==> config.mk <==
export PLATFORM = sky130hd
export DESIGN_NAME = div_16_5_stream_check
export DESIGN_NICKNAME = d
export VERILOG_FILES = /design/src/rtl/div_16_5_stream_check.sv
export SDC_FILE = /design/constraint.sdc
export NUM_CORES = 1
export LEC_CHECK = 0
export ABC_CLOCK_PERIOD_IN_PS = 3300
export CORE_MARGIN = 2
export CORE_UTILIZATION = 43
export CTS_CLUSTER_SIZE = 20
export DETAILED_ROUTE_END_ITERATION = 10
export GPL_TIMING_DRIVEN = 0
export PLACE_DENSITY_LB_ADDON = 0.3
export REMOVE_ABC_BUFFERS = 1
export SYNTH_ARGS = -nofsm -noshare
export SYNTH_HDL_FRONTEND = slang
export SYNTH_SLANG_ARGS = --single-unit
==> constraint.sdc <==
create_clock -name clk -period 3.3 [get_ports clk]
set_input_delay 0.66 -clock clk [delete_from_list [all_inputs] [get_ports clk]]
set_output_delay 0.66 -clock clk [all_outputs]
set_load 0.01 [all_outputs]
==> src/rtl/div_16_5_stream_check.sv <==
// Two-stage valid/ready wrapper around an external divide-by-5 block.
// Each quotient/remainder is checked against its dividend, and pass/fail statistics are kept.
module div_16_5_stream_check #(
    parameter int DATA_W  = 16,
    parameter int Q_W     = 14,
    parameter int R_W     = 3,
    parameter int DIVISOR = 5,
    parameter int CNT_W   = 16
) (
    input  logic              clk,
    input  logic              rst_n,
    input  logic              in_valid,
    output logic              in_ready,
    input  logic [DATA_W-1:0] in_x,
    output logic [DATA_W-1:0] div_x,
    input  logic [Q_W-1:0]    div_q,
    input  logic [R_W-1:0]    div_r,
    output logic              out_valid,
    input  logic              out_ready,
    output logic [DATA_W-1:0] out_x,
    output logic [Q_W-1:0]    out_q,
    output logic [R_W-1:0]    out_r,
    output logic              out_ok,
    input  logic              clear,
    output logic [CNT_W-1:0]  pass_count,
    output logic [CNT_W-1:0]  err_count,
    output logic              err_flag,
    output logic [DATA_W-1:0] first_err_x
);

    // One spare bit lets an oversized quotient (q*5 > 65535) register as a mismatch, not alias.
    localparam int EXT_W = DATA_W + 1;

    function automatic logic [CNT_W-1:0] sat_inc(input logic [CNT_W-1:0] v);
        return (&v) ? v : v + CNT_W'(1);
    endfunction

    function automatic logic div_ok(input logic [DATA_W-1:0] x,
                                    input logic [Q_W-1:0]    q,
                                    input logic [R_W-1:0]    r);
        logic [EXT_W-1:0] sum;
        sum = EXT_W'(q) * EXT_W'(DIVISOR) + EXT_W'(r);
        return (sum == EXT_W'(x)) && (EXT_W'(r) < EXT_W'(DIVISOR));
    endfunction

    logic              r_s1_v;
    logic [DATA_W-1:0] r_s1_x;
    logic              r_s2_v;
    logic [DATA_W-1:0] r_s2_x;
    logic [Q_W-1:0]    r_s2_q;
    logic [R_W-1:0]    r_s2_r;
    logic              r_s2_ok;
    logic [CNT_W-1:0]  r_pass;
    logic [CNT_W-1:0]  r_err;
    logic              r_err_flag;
    logic [DATA_W-1:0] r_first_x;

    logic              w_s2_drain;
    logic              w_s1_adv;
    logic              w_accept;
    logic              w_ok;
    logic [CNT_W-1:0]  w_pass_base, w_pass_nxt;
    logic [CNT_W-1:0]  w_err_base, w_err_nxt;
    logic              w_flag_base, w_flag_nxt;
    logic [DATA_W-1:0] w_first_base, w_first_nxt;

    assign w_s2_drain = r_s2_v & out_ready;
    assign w_s1_adv   = r_s1_v & (~r_s2_v | w_s2_drain);
    assign in_ready   = ~r_s1_v | w_s1_adv;
    assign w_accept   = in_valid & in_ready;
    assign w_ok       = div_ok(r_s1_x, div_q, div_r);

    // Stage 1: dividend register, which also drives the divider.
    always_ff @(posedge clk or negedge rst_n) begin
        if (!rst_n) begin
            r_s1_v <= 1'b0;
            r_s1_x <= '0;
        end else if (w_accept) begin
            r_s1_v <= 1'b1;
            r_s1_x <= in_x;
        end else if (w_s1_adv) begin
            r_s1_v <= 1'b0;
        end
    end

    // Stage 2: captured result and check outcome, held until drained.
    always_ff @(posedge clk or negedge rst_n) begin
        if (!rst_n) begin
            r_s2_v  <= 1'b0;
            r_s2_x  <= '0;
            r_s2_q  <= '0;
            r_s2_r  <= '0;
            r_s2_ok <= 1'b0;
        end else if (w_s1_adv) begin
            r_s2_v  <= 1'b1;
            r_s2_x  <= r_s1_x;
            r_s2_q  <= div_q;
            r_s2_r  <= div_r;
            r_s2_ok <= w_ok;
        end else if (w_s2_drain) begin
            r_s2_v  <= 1'b0;
        end
    end

    // Clear is applied first, so an event captured in the same cycle lands on zeroed statistics.
    always_comb begin
        w_pass_base  = clear ? '0 : r_pass;
        w_err_base   = clear ? '0 : r_err;
        w_flag_base  = clear ? 1'b0 : r_err_flag;
        w_first_base = clear ? '0 : r_first_x;
        w_pass_nxt   = w_pass_base;
        w_err_nxt    = w_err_base;
        w_flag_nxt   = w_flag_base;
        w_first_nxt  = w_first_base;
        if (w_s1_adv) begin
            if (w_ok) begin
                w_pass_nxt = sat_inc(w_pass_base);
            end else begin
                w_err_nxt  = sat_inc(w_err_base);
                w_flag_nxt = 1'b1;
                if (!w_flag_base) begin
                    w_first_nxt = r_s1_x;
                end
            end
        end
    end

    always_ff @(posedge clk or negedge rst_n) begin
        if (!rst_n) begin
            r_pass     <= '0;
            r_err      <= '0;
            r_err_flag <= 1'b0;
            r_first_x  <= '0;
        end else begin
            r_pass     <= w_pass_nxt;
            r_err      <= w_err_nxt;
            r_err_flag <= w_flag_nxt;
            r_first_x  <= w_first_nxt;
        end
    end

    assign div_x       = r_s1_x;
    assign out_valid   = r_s2_v;
    assign out_x       = r_s2_x;
    assign out_q       = r_s2_q;
    assign out_r       = r_s2_r;
    assign out_ok      = r_s2_ok;
    assign pass_count  = r_pass;
    assign err_count   = r_err;
    assign err_flag    = r_err_flag;
    assign first_err_x = r_first_x;

endmodule

# == After elaboration in Yosys (flattened, before gate mapping) ==
# Cells that the tools add are included.
# totals
output_inout_bits,101
regBits,101
n_memories,0
mem_bits_rw,0
in_bits,38
word_cells,48
romBits,0
latchBits,0
# op_classes
n_lt_le_gt_ge,1
n_reduce_logical,5
n_mux,19
n_bitwise,7
eq_ne,1
shifts,0
addsub,3
div_mod_pow,0
multipliers,1
# ops
operator,count
$mux 16,12
$add 16x1->16 const B,2
$reduce_and 16->1,2
$add 17x3->17,1
$eq 17x16->1,1
$mul 14x3->17 const B,1
$mux 1,7
$reduce_bool 2->1,2
$and 1x1->1,3
$lt 3x3->1 const B,1
$not 1->1,2
$or 1x1->1,2
$logic_and 1x1->1,1

# == Logic depth before layout (Yosys ltp) ==
# Gate-level depths: netlist (run 1).
# depth
ltp_word,6
ltp_mapped,14
depth_no_buf,11

# == Worst setup path before layout (run 1) ==
# Ideal clock, no wire load.
# synth_timing
kind,input to register
start,input port div_q[0]
end,register r_pass[11] (netlist: pass_count[11])
n_path_buf,1
setup_ps,125
t_arrival_ps,3749
required_ps,3175
setup_slack_ps,-574
path_stages,12
path_cell_list,ha_1 ha_1 fa_1 xnor2_1 nand3_1 a2111oi_0 o2111ai_1 nor4_2 o211ai_2 buf_6 nor4_1 mux2_2
# synth_between
elab_chain_len,6
# synth_lines
element,line_no,rtl
start: declaration,16,"input logic [Q_W-1:0] div_q,"
$mul 14x3->17,42,sum = EXT_W'(q) * EXT_W'(DIVISOR) + EXT_W'(r);
$add 17x3->17,42,
$eq 17x16->1,43,return (sum == EXT_W'(x)) && (EXT_W'(r) < EXT_W'(DIVISOR));
$logic_and 1x1->1,43,
$mux 16,116,if (w_ok) begin
$mux 16,115,if (w_s1_adv) begin
named net w_pass_nxt[11],62,"logic [CNT_W-1:0] w_pass_base, w_pass_nxt;"
end signal: assignment,135,r_pass <= w_pass_nxt;
end: declaration,53,logic [CNT_W-1:0] r_pass;
# The timed path passes the listed nets, and every way through them passes these cells.
# A chain may end at the register's enable or synchronous reset.

# == Final worst setup path (run 1) ==
# layout_timing
start,input port div_q[2]
end,register r_err[8] (netlist: err_count[8])
# layout_between
elab_chain_len,6
# layout_lines
element,line_no,rtl
$mul 14x3->17,42,
$add 17x3->17,42,
$eq 17x16->1,43,
$logic_and 1x1->1,43,
$mux 16,116,
$mux 16,115,
named net w_err_nxt[8],63,"logic [CNT_W-1:0] w_err_base, w_err_nxt;"
end signal: assignment,136,r_err <= w_err_nxt;
end: declaration,54,logic [CNT_W-1:0] r_err;
# The timed path passes the listed nets, and every way through them passes these cells.

==> results of run 1 <==
-- per-layer routing --
metal | share of wire [%] | vias to the layer above | wire, µm
met4 | 2.0 | 0 | 365
met2 | 50 | 194 | 9060
met5 | 0 | - | 0
li1 | - | 2546 | -
met3 | 5.5 | 34 | 985
met1 | 42 | 2723 | 7620
-- state kept, by name, summed over array words and instances (netlist names) --
register     cells
r_s1_v           1
out_q           14
err_flag         1
err_count       16
out_valid        1
out_ok           1
out_r            3
div_x           16
first_err_x     16
pass_count      16
out_x           16
-- timing repair --
item	4_1_cts	5_1_grt
resized for setup	176	84
pin swaps	63	41
gates cloned	2	1
setup buffers	31	17
endpoints found under the setup margin	50	50
-- final cells by class --
class,count,area [µm²]
Timing Repair Buffer,190,1950
Tap cell,176,220
Fill cell,983,4160
Sequential cell,101,2530
Clock buffer,14,254
Inverter,10,37.5
Clock inverter,1,7.51
Multi-Input combinational cell,474,4140
-- kinds of logic (layout without fill, tap and decap cells) --
family | after synthesis | count (layout)
adder cells (fa/ha/maj) | 45 | 45
buffers and inverters | 43 | 215
XOR/XNOR | 29 | 29
AO/OA/AOI/OAI | 100 | 100
AND/OR/NAND/NOR | 267 | 268
multiplexers | 32 | 32
flip-flops | 101 | 101
-- report_power, final --
part	total, W	switching [W]	internal, W
clock network	0.000987	0.000457	0.000530
logic	0.00148	0.000708	0.000776
registers	0.00150	0.000116	0.00138
-- placed cells by master, fill, tap and decap left out, types with 17 or more instances in the layout --
| master | count |
|---|---|
| nand2_1 | 119 |
| clkdlybuf4s50_1 | 119 |
| dfrtp_1 | 101 |
| ha_4 | 38 |
| buf_4 | 33 |
| nor2_1 | 22 |
| nor2b_1 | 20 |
| xnor2_1 | 20 |
| nand4_1 | 17 |
| mux2_2 | 17 |
-- critical path: stages --
cell and delay (ns):
buf_12 0.11, ha_4 0.26, ha_4 0.19, fa_2 0.35
a21o_1 0.19, a221o_2 0.43, a21oi_4 0.28, a31oi_4 0.12
mux2i_2 0.20, o211ai_4 0.24, clkbuf_16 0.19, buf_8 0.12
buf_6 0.10, nand4_1 0.11, mux2_4 0.32
-- path summary, 6_finish.rpt --
check                      slack (ns)            to  cells past startpoint
setup / recovery                -0.31  err_count[8]                     15
hold / removal                   0.33     out_q[12]                      1
setup reg to reg                 0.31  err_count[8]                      8
hold reg to reg                  0.47     out_q[13]                      2
max in group asynchronous        2.30      out_q[5]                      2
min in group clk                 0.47     out_q[13]                      2
-- per-stage QoR --
step / area [µm²] / utilization, % / total power [W] / setup TNS, ns
2_1_floorplan: 5750 / - / 0.00209 / -46.65
3_3_place_gp: 7350 / 55.3 / 0.00261 / -334.32
3_5_place_dp: 7430 / 55.9 / 0.00264 / -82.33
4_1_cts: 8650 / 65.1 / 0.00382 / -12.79
5_1_grt: 9140 / 68.7 / 0.00416 / -13.83
6_report: 9140 / 68.7 / 0.00397 / -10.42
==> results.yml, run 1 <==
grt:
  grt_usage_pct: 24.3
  grtUsageMet3_pct: 4.79
  antenna_found_initial: 0
  top_usage_layer: "met2"
  grt_max_degree: 55
  gr-usage-met1_pct: 31.8
  grt_pass1_vias: 5492
  grt_pass1_wl_um: 28100
  met2_usage_pct: 40.6
  grt_overflow: 0
logic_synthesis:
  synth_most_common_cell: "nand2_1"
  syn_area_mm2: 0.00589
  synth.area.mux_share_pct: 6.03
  synth-main-ff-cell: "dfrtp_1"
  yosys.area.top_type: "dfrtp_1"
  synth_common_cells: "124 x nand2_1, 101 x dfrtp_1, 44 x ha_1"
  syn_avg_cell_area_um2: 9.55
  synth_compound_area_share_pct: 12.0
  synth_edf_count: 0
  ys_warn_count: 0
  synth_top_family_by_area: "simple AND/OR/NAND/NOR gates"
  synthXorXnorAreaFrac_pct: 4.31
  ys_types: 55
  ys_seq_area_share_pct: 42.9
  synth_top_area_share_pct: 42.9
  ys_seq_elements: 101
  postSynthCellCount: 617
  synth_area_leaders: "dfrtp_1 43%, ha_1 9.3%, nand2_1 7.9%"
  async_flop_share_pct: 100
  synthAdderAreaFrac_pct: 9.68
  yosys.area_share.simple_pct: 22.0
timing:
  finalSetupViolCount: 47
  hold_viol: 0
  skew_ns: 0.00898
  relSlewSlack_pct: 6.68
  maxSlewViolCount: 0
  min_period_over_period_pct: 110
  whs_ns: 0.327
  tightest_slew_ns: 1.39
  fin_crit_ns: 3.61
  rsz0062_at_grt: "yes"
  finalWorstSetupSlack_ns: -0.314
  max_freq_mhz: 277
clocking:
  clock_latency_ns: 0.36
  clk_pin_slew_worst_paths_ns: 0.07
  clk_path_buf_depth: 2
  cts.sinks: 101
  cts_hold_buf: 0
  cts_tree: "yes"
  cts_root_buf: "clkbuf_16"
  h-tree-depth: 3
  numCtsBuffers: 9
route:
  vias: 5497
  postRouteWirelength_um: 18000
  routedWlPerCell_um: 18.7
  ant_nets: 0
  drc_errors: 0
  vias_per_cell: 5.69
  first_pass_iters: 5
  drtIter0Drc: 551
die:
  die_w_um: 121
  core_mm2: 0.0133
  start_util_pct: 44.3
  die_y_um: 121
  placementRows: 42
  dieArea_mm2: 0.0147
  io_pins: 139
setup_path:
  arrival_ns: 3.86
  end_kind: "register"
  critPathMaxFanout: 5
  critical_path_required_ns: 3.55
  worst_setup_path_start_kind: "primary input"
  r2r-start: "err_count[0]"
  critPathKind: "primary input to register"
  cp-startpoint: "div_q[2]"
placed_design:
  dpl.hpwl_um: 11200
  port_buffers: 138
  post-place-ws_ns: -2.29
  place_inst: 901
  gp_congestion: 0.892
status:
  outcome: "complete, but fails checks"
  failed_checks: "negative setup slack"
power:
  power_leakage_nw: 3.83
  max-vdd-ir-drop_v: 0.000280
  p_per_area_mw_per_mm2: 434
final_layout:
  drive_gt1_share_pct: 26.1
  antenna_cells: 0
  fin_cells: 966
  syn_to_final_growth_pct: 55.0
  nets: 869
worst_hold_path:
  hold_path_class: "primary input to async pin"
job:
  cap_violations: 0
(Power assumes the default switching activity.)
==> run 2: changes to the inputs <==
- ABC_AREA: not set -> 1
- ABC_CLOCK_PERIOD_IN_PS: 3300 -> 4300
- CORE_UTILIZATION: 43 -> 55
- clock period: 3.3 -> 4.3 ns (I/O delays scaled with it)
==> run 2 against run 1 <==
The run now ends clean; power fell by 12%; sequential power fell by 17%; final cell count rose by 44%; routed wire length rose by 7.5%; global-route usage rose by 2.5 points; highest routed layer unchanged.
==> results.yml, run 2 <==
final_layout:
  final_cell_mix: "394 x nand2_1, 141 x inv_1, 136 x clkdlybuf4s50_1, 101 x dfrtp_1, 98 x nand3_1"
  final_util_pct: 70.4
  fillers: 1092
  final_common_cell: "nand2_1"
  drive_gt1_share_pct: 6.77
  antenna_cells: 0
  syn_to_final_growth_pct: 26.4
  nets: 1290
timing:
  finalSetupViolCount: 0
  min_period_over_period_pct: 96.4
  fin_crit_ns: 4.15
  hold_viol: 0
  skew_ns: 0.00496
  relSlewSlack_pct: 25.1
  maxSlewViolCount: 0
  rsz0062_at_grt: "no"
  max_freq_mhz: 241
  setup-tns-final_ns: 0
  tightest_slew_ns: 1.12
setup_path:
  critPathCapture: "err_count[14]"
  end_kind: "register"
  cpPeakStageDelay_ns: 0.60
  arrival_ns: 4.39
  timing.rr.end: "err_count[4]"
  crit_family: "simple AND/OR/NAND/NOR gates"
  critPathMaxFanout: 17
  worst_setup_path_start_kind: "primary input"
  critPathBufInv: 1
  r2r.worst_path.cells: 14
  critPathKind: "primary input to register"
  crit_top_cell: "nand2_1"
  crit_cells: 18
  r2r-start: "err_count[0]"
  critical_path_required_ns: 4.55
  rrSetupSlack_ns: 1.72
  cp_slowest_cell: "fa_2"
  crit_chain: "clkdlybuf4s50_1, ha_1, ha_1, fa_2, xnor2_1, nand2_1, nor2_1, nand2_1, nor2_1, nand2_1, nor2_1, nand3_1, nor2_4, nand3_2, nand2_1, nand2_1, nand2_1, nand2_1"
  cp-startpoint: "div_q[0]"
clocking:
  cts_tree: "yes"
  h-tree-depth: 3
  cts_root_buf: "clkbuf_16"
  cts_hold_buf: 0
  clk_pin_slew_worst_paths_ns: 0.07
  numCtsBuffers: 9
  clk_path_buf_depth: 2
  cts.sinks: 101
  clock_latency_ns: 0.35
die:
  die_y_um: 119
  dieArea_mm2: 0.0142
  start_util_pct: 55.7
  die_w_um: 119
  io_pins: 139
  placementRows: 42
  core_mm2: 0.0131
logic_synthesis:
  synth_common_cells: "395 x nand2_1, 142 x inv_1, 101 x dfrtp_1"
  synth_area_leaders: "dfrtp_1 35%, nand2_1 20%, ha_1 7.5%"
  syn_avg_cell_area_um2: 6.78
  ys_types: 40
  async_flop_share_pct: 100
  yosys.area.top_type: "dfrtp_1"
  ys_seq_elements: 101
  synth-main-ff-cell: "dfrtp_1"
  synth_edf_count: 0
  syn_area_mm2: 0.00731
  ys_warn_count: 0
  postSynthCellCount: 1079
  ys_seq_area_share_pct: 34.6
  synth_top_area_share_pct: 34.6
  synth_most_common_cell: "nand2_1"
placed_design:
  dpl.hpwl_um: 13600
  gp_congestion: 0.928
  port_buffers: 138
route:
  ant_nets: 0
  routedWlPerCell_um: 14.0
  drtIter0Drc: 589
  postRouteWirelength_um: 19400
  vias: 7248
  drc_errors: 0
  first_pass_iters: 6
  vias_per_cell: 5.22
grt:
  grt_usage_pct: 26.8
  grt_pass1_vias: 6627
  grt_max_degree: 84
  grt_overflow: 0
  grt_pass1_wl_um: 30900
  antenna_found_initial: 0
power:
  p_sw_share_pct: 35.1
  switchingPower_w: 0.00123
  clockPowerShare_pct: 26.2
  pwr-share-comb_pct: 38.3
  max-vdd-ir-drop_v: 0.000303
  power_leakage_nw: 4.75
  seqPwrFrac_pct: 35.4
  p_per_area_mw_per_mm2: 378
  cellInternalPower_w: 0.00227
job:
  cap_violations: 0
worst_hold_path:
  hold_path_class: "register to register"
status:
  outcome: "complete, no violations"
[run 2: changes by cell type in the layout (fill, tap and decap cells not counted), sizes merged, moves of 13 or more]
cell,change
a22o,-16
buf,-50
clkdlybuf4s50,+17
inv,+136
mux2,-23
nand2,+289
nand2b,-13
nand3,+85
nand3b,+14
nor2,+66
nor2b,-20
o21ai,+27
[run 2: kinds of logic after synthesis]
group / after synthesis / synth area share (%)
AOI/OAI and AO/OA: 63 / 4.67
xor gates and xnor gates: 16 / 1.92
adders and majority gates: 45 / 7.80
buffers and inverters: 183 / 10.7
DFF: 101 / 34.6
muxes: 5 / 0.770
and+or+nand+nor: 666 / 39.6
[run 2: how the worst min path moves through the flow]
stage / from / slack, ns / cells past startpoint / to
2_1_floorplan: out_q[0] / 0.52 / 2 / out_q[0]
3_3_place_gp: out_q[12] / 0.46 / 2 / out_q[12]
3_5_place_dp: out_x[6] / 0.47 / 2 / out_x[6]
4_1_cts: out_q[6] / 0.48 / 2 / out_q[6]
5_1_grt: out_q[5] / 0.51 / 2 / out_q[5]
6_report: out_q[0] / 0.48 / 2 / out_q[0]
[run 2: what timing repair did]
action | in CTS | in global routing
endpoints found under the setup margin | 45 | 46
setup buffers | 3 | 6
cloned | 1 | 2
pin swaps | 0 | 1
gates resized for setup | 5 | 4
[run 2: worst min-delay path, delay by kind of cell, from the launching register on]
family / cells / cell delay [ns]
and+or+nand+nor: 2 / 0.11
DFF: 1 / 0.34
[run 2: metal layers]
layer,vias to the layer above,part of all wire (%),track usage [%]
met2,246,45,42.8
met3,33,7.2,6.27
met4,0,2.3,9.41
li1,3652,-,-
met5,-,0,0
met1,3317,46,35.8
[run 2: power by group through the flow]
stage / Combinational, W / Clock (W) / Sequential [W]
floorplan: 0.000642 / 0 / 0.00131
global placement: 0.00126 / 0 / 0.00125
detailed placement: 0.00130 / 0 / 0.00125
CTS: 0.00132 / 0.000930 / 0.00124
global route: 0.00149 / 0.000982 / 0.00126
finish: 0.00134 / 0.000917 / 0.00124
[run 2: final cells by class]
cell class                      instances  area, µm²  share of cell area, %
Inverter                              147        557                   6.02
Clock buffer                           11        253                   2.73
Multi-Input combinational cell        798       4050                   43.8
Timing Repair Buffer                  150       1560                   16.8
Sequential cell                       101       2530                   27.3
Clock inverter                          5       81.3                  0.880
Tap cell                              176        220                   2.38
[run 2: per-stage QoR]
step | total power [W] | area (µm²) | hold slack [ns] | setup slack, ns | std cells
finish | 0.00350 | 9250 | 0.479 | 0.154 | 1388
global route | 0.00373 | 9250 | 0.507 | 0.0110 | 1388
CTS | 0.00349 | 9130 | 0.483 | 0.0174 | 1379
detailed placement | 0.00255 | 8740 | 0.465 | -0.721 | 1359
global placement | 0.00252 | 8680 | 0.461 | -1.49 | 1357
floorplan | 0.00195 | 7080 | 0.515 | 0.585 | 1043
==> run 3: changes to the inputs <==
- CELL_PAD_IN_SITES_DETAIL_PLACEMENT: not set -> 1
- CELL_PAD_IN_SITES_GLOBAL_PLACEMENT: not set -> 2
- CORE_UTILIZATION: 55 -> 31
==> run 3 against run 2 <==
Non-clock buffer count is 3 lower; combinational power about the same; power down 0.29%; clock skew is 0.010 ns higher; count of clock-buffer cells in the layout shrank 2; critical path type unchanged; critical endpoint is now pass_count[2].
==> results.yml, run 3 (synthesis results as in run 2) <==
status:
  outcome: "complete, no violations"
job:
  cap_violations: 0
setup_path:
  crit_chain: "clkdlybuf4s50_1, ha_1, ha_1, ha_1, nand2_1, inv_1, nand2_1, nand3_2, nand2_1, nand2_2, nand2_2, nand2_1, nand2_2, nand3_2, inv_2, nand2_1, nor2_4, buf_12, nand3_1, nand2_1, nand2_1"
  critPathMaxFanout: 15
  arrival_ns: 4.29
  critical_path_required_ns: 4.56
  r2r-start: "err_count[0]"
  cp-startpoint: "div_q[2]"
  rrSetupSlack_ns: 1.56
  timing.rr.end: "err_count[3]"
  critPathKind: "primary input to register"
  critPathCapture: "pass_count[2]"
  end_kind: "register"
  cpPeakStageDelay_ns: 0.48
  worst_setup_path_start_kind: "primary input"
  cp_slowest_cell: "clkdlybuf4s50_1"
  r2r.worst_path.cells: 14
  crit_top_cell: "nand2_1"
final_layout:
  final_util_pct: 40.3
  fillers: 2964
  drive_gt1_share_pct: 6.61
  fin_cells: 1530
  nets: 1288
  syn_to_final_growth_pct: 28.6
  final_cell_mix: "394 x nand2_1, 141 x inv_1, 136 x clkdlybuf4s50_1, 101 x dfrtp_1, 98 x nand3_1"
  final_cell_area_mm2: 0.00941
  register_area_mm2: 0.00253
  final_common_cell: "nand2_1"
  multi_input_area_mm2: 0.00408
clocking:
  cts.sinks: 101
  clk_pin_slew_worst_paths_ns: 0.08
  numCtsBuffers: 9
  cts_hold_buf: 0
  cts_tree: "yes"
  clock_latency_ns: 0.37
  h-tree-depth: 3
  cts_root_buf: "clkbuf_16"
  clk_path_buf_depth: 2
timing:
  finalSetupViolCount: 0
  relSlewSlack_pct: 23.1
  skew_ns: 0.0154
  max_freq_mhz: 249
  hold_viol: 0
  maxSlewViolCount: 0
  min_period_over_period_pct: 93.6
  tightest_slew_ns: 1.15
  fin_crit_ns: 4.02
die:
  dieArea_mm2: 0.0248
  start_util_pct: 31.3
  die_w_um: 158
  die_y_um: 158
  core_mm2: 0.0233
  placementRows: 56
  io_pins: 139
grt:
  antenna_found_initial: 0
  grt_usage_pct: 20.1
  grt_pass1_wl_um: 39300
  grt_max_degree: 69
  grt_overflow: 0
  grt_pass1_vias: 7634
power:
  p_sw_share_pct: 38.8
  clockPowerShare_pct: 25.1
  max-vdd-ir-drop_v: 0.000177
  power_leakage_nw: 4.74
  p_per_area_mw_per_mm2: 371
  pwr-share-comb_pct: 39.2
  switchingPower_w: 0.00135
  seqPwrFrac_pct: 35.7
  cellInternalPower_w: 0.00213
route:
  drc_errors: 0
  first_pass_iters: 4
  routedWlPerCell_um: 15.7
  ant_nets: 0
  vias_per_cell: 4.72
  postRouteWirelength_um: 24100
  vias: 7215
  drtIter0Drc: 289
worst_hold_path:
  hold_path_class: "register to register"
placed_design:
  port_buffers: 138
  dpl.hpwl_um: 17500
  place_inst: 1503
  placed_area_mm2: 0.00894
  gp_congestion: 0.819
run 3: how the worst min path moves through the flow:
stage | startpoint | to | slack, ns | cells past startpoint
after floorplan | out_q[0] | out_q[0] | 0.52 | 2
after global placement | out_q[1] | out_q[1] | 0.46 | 2
after detailed placement | out_r[0] | out_r[0] | 0.46 | 2
after CTS | out_q[11] | out_q[11] | 0.49 | 2
after global routing | out_r[0] | out_r[0] | 0.51 | 2
final | out_q[11] | out_q[11] | 0.48 | 2
run 3: final cells by class:
class                   instances  area share, %
clock buffers                   9           2.39
flip-flops and latches        101           26.9
well taps                     319           4.24
diodes                          1         0.0266
clock inverters                 7          0.891
repair buffers                147           16.2
multi-input cells             798           43.4
repair inverters                1         0.0532
inverters                     147           5.93
run 3: critical path: cells and delay by family:
family / cells / cell delay (ns)
fa+ha+maj: 3 / 1.01
buf+inv: 4 / 0.77
simple gates: 14 / 1.63
run 3: routing by layer:
metal	GRT usage (%)	wire length (µm)	vias up
met5	0	0	-
met1	24.4	10900	3448
met4	5.24	331	0
li1	-	-	3647
met3	3.86	1010	15
met2	36.3	11800	105
run 3: power groups by stage:
stage               combinational (W)  clock, W  sequential (W)
floorplan                    0.000642         0         0.00131
global placement              0.00132         0         0.00126
detailed placement            0.00136         0         0.00126
CTS                           0.00138  0.000910         0.00125
global route                  0.00155  0.000936         0.00127
finish                        0.00137  0.000874         0.00125
run 3: timing repair:
| action | CTS | global route |
|---|---|---|
| endpoints found under the setup margin | 49 | 50 |
| buffers inserted | 0 | 6 |
| pin swaps | 0 | 4 |
| gates resized for setup | 6 | 6 |
| cloned | 2 | 2 |
| hold endpoints to repair | 0 | 0 |
run 3: metrics by stage:
step                setup TNS, ns  total power (W)  worst slack [ns]  hold slack [ns]
floorplan                       0          0.00195             0.585            0.515
global placement          -266.51          0.00258             -1.98            0.463
detailed placement         -35.70          0.00263             -1.12            0.464
CTS                             0          0.00354           0.00809            0.490
global route             -0.00183          0.00375          -0.00183            0.512
finish                          0          0.00349             0.277            0.485
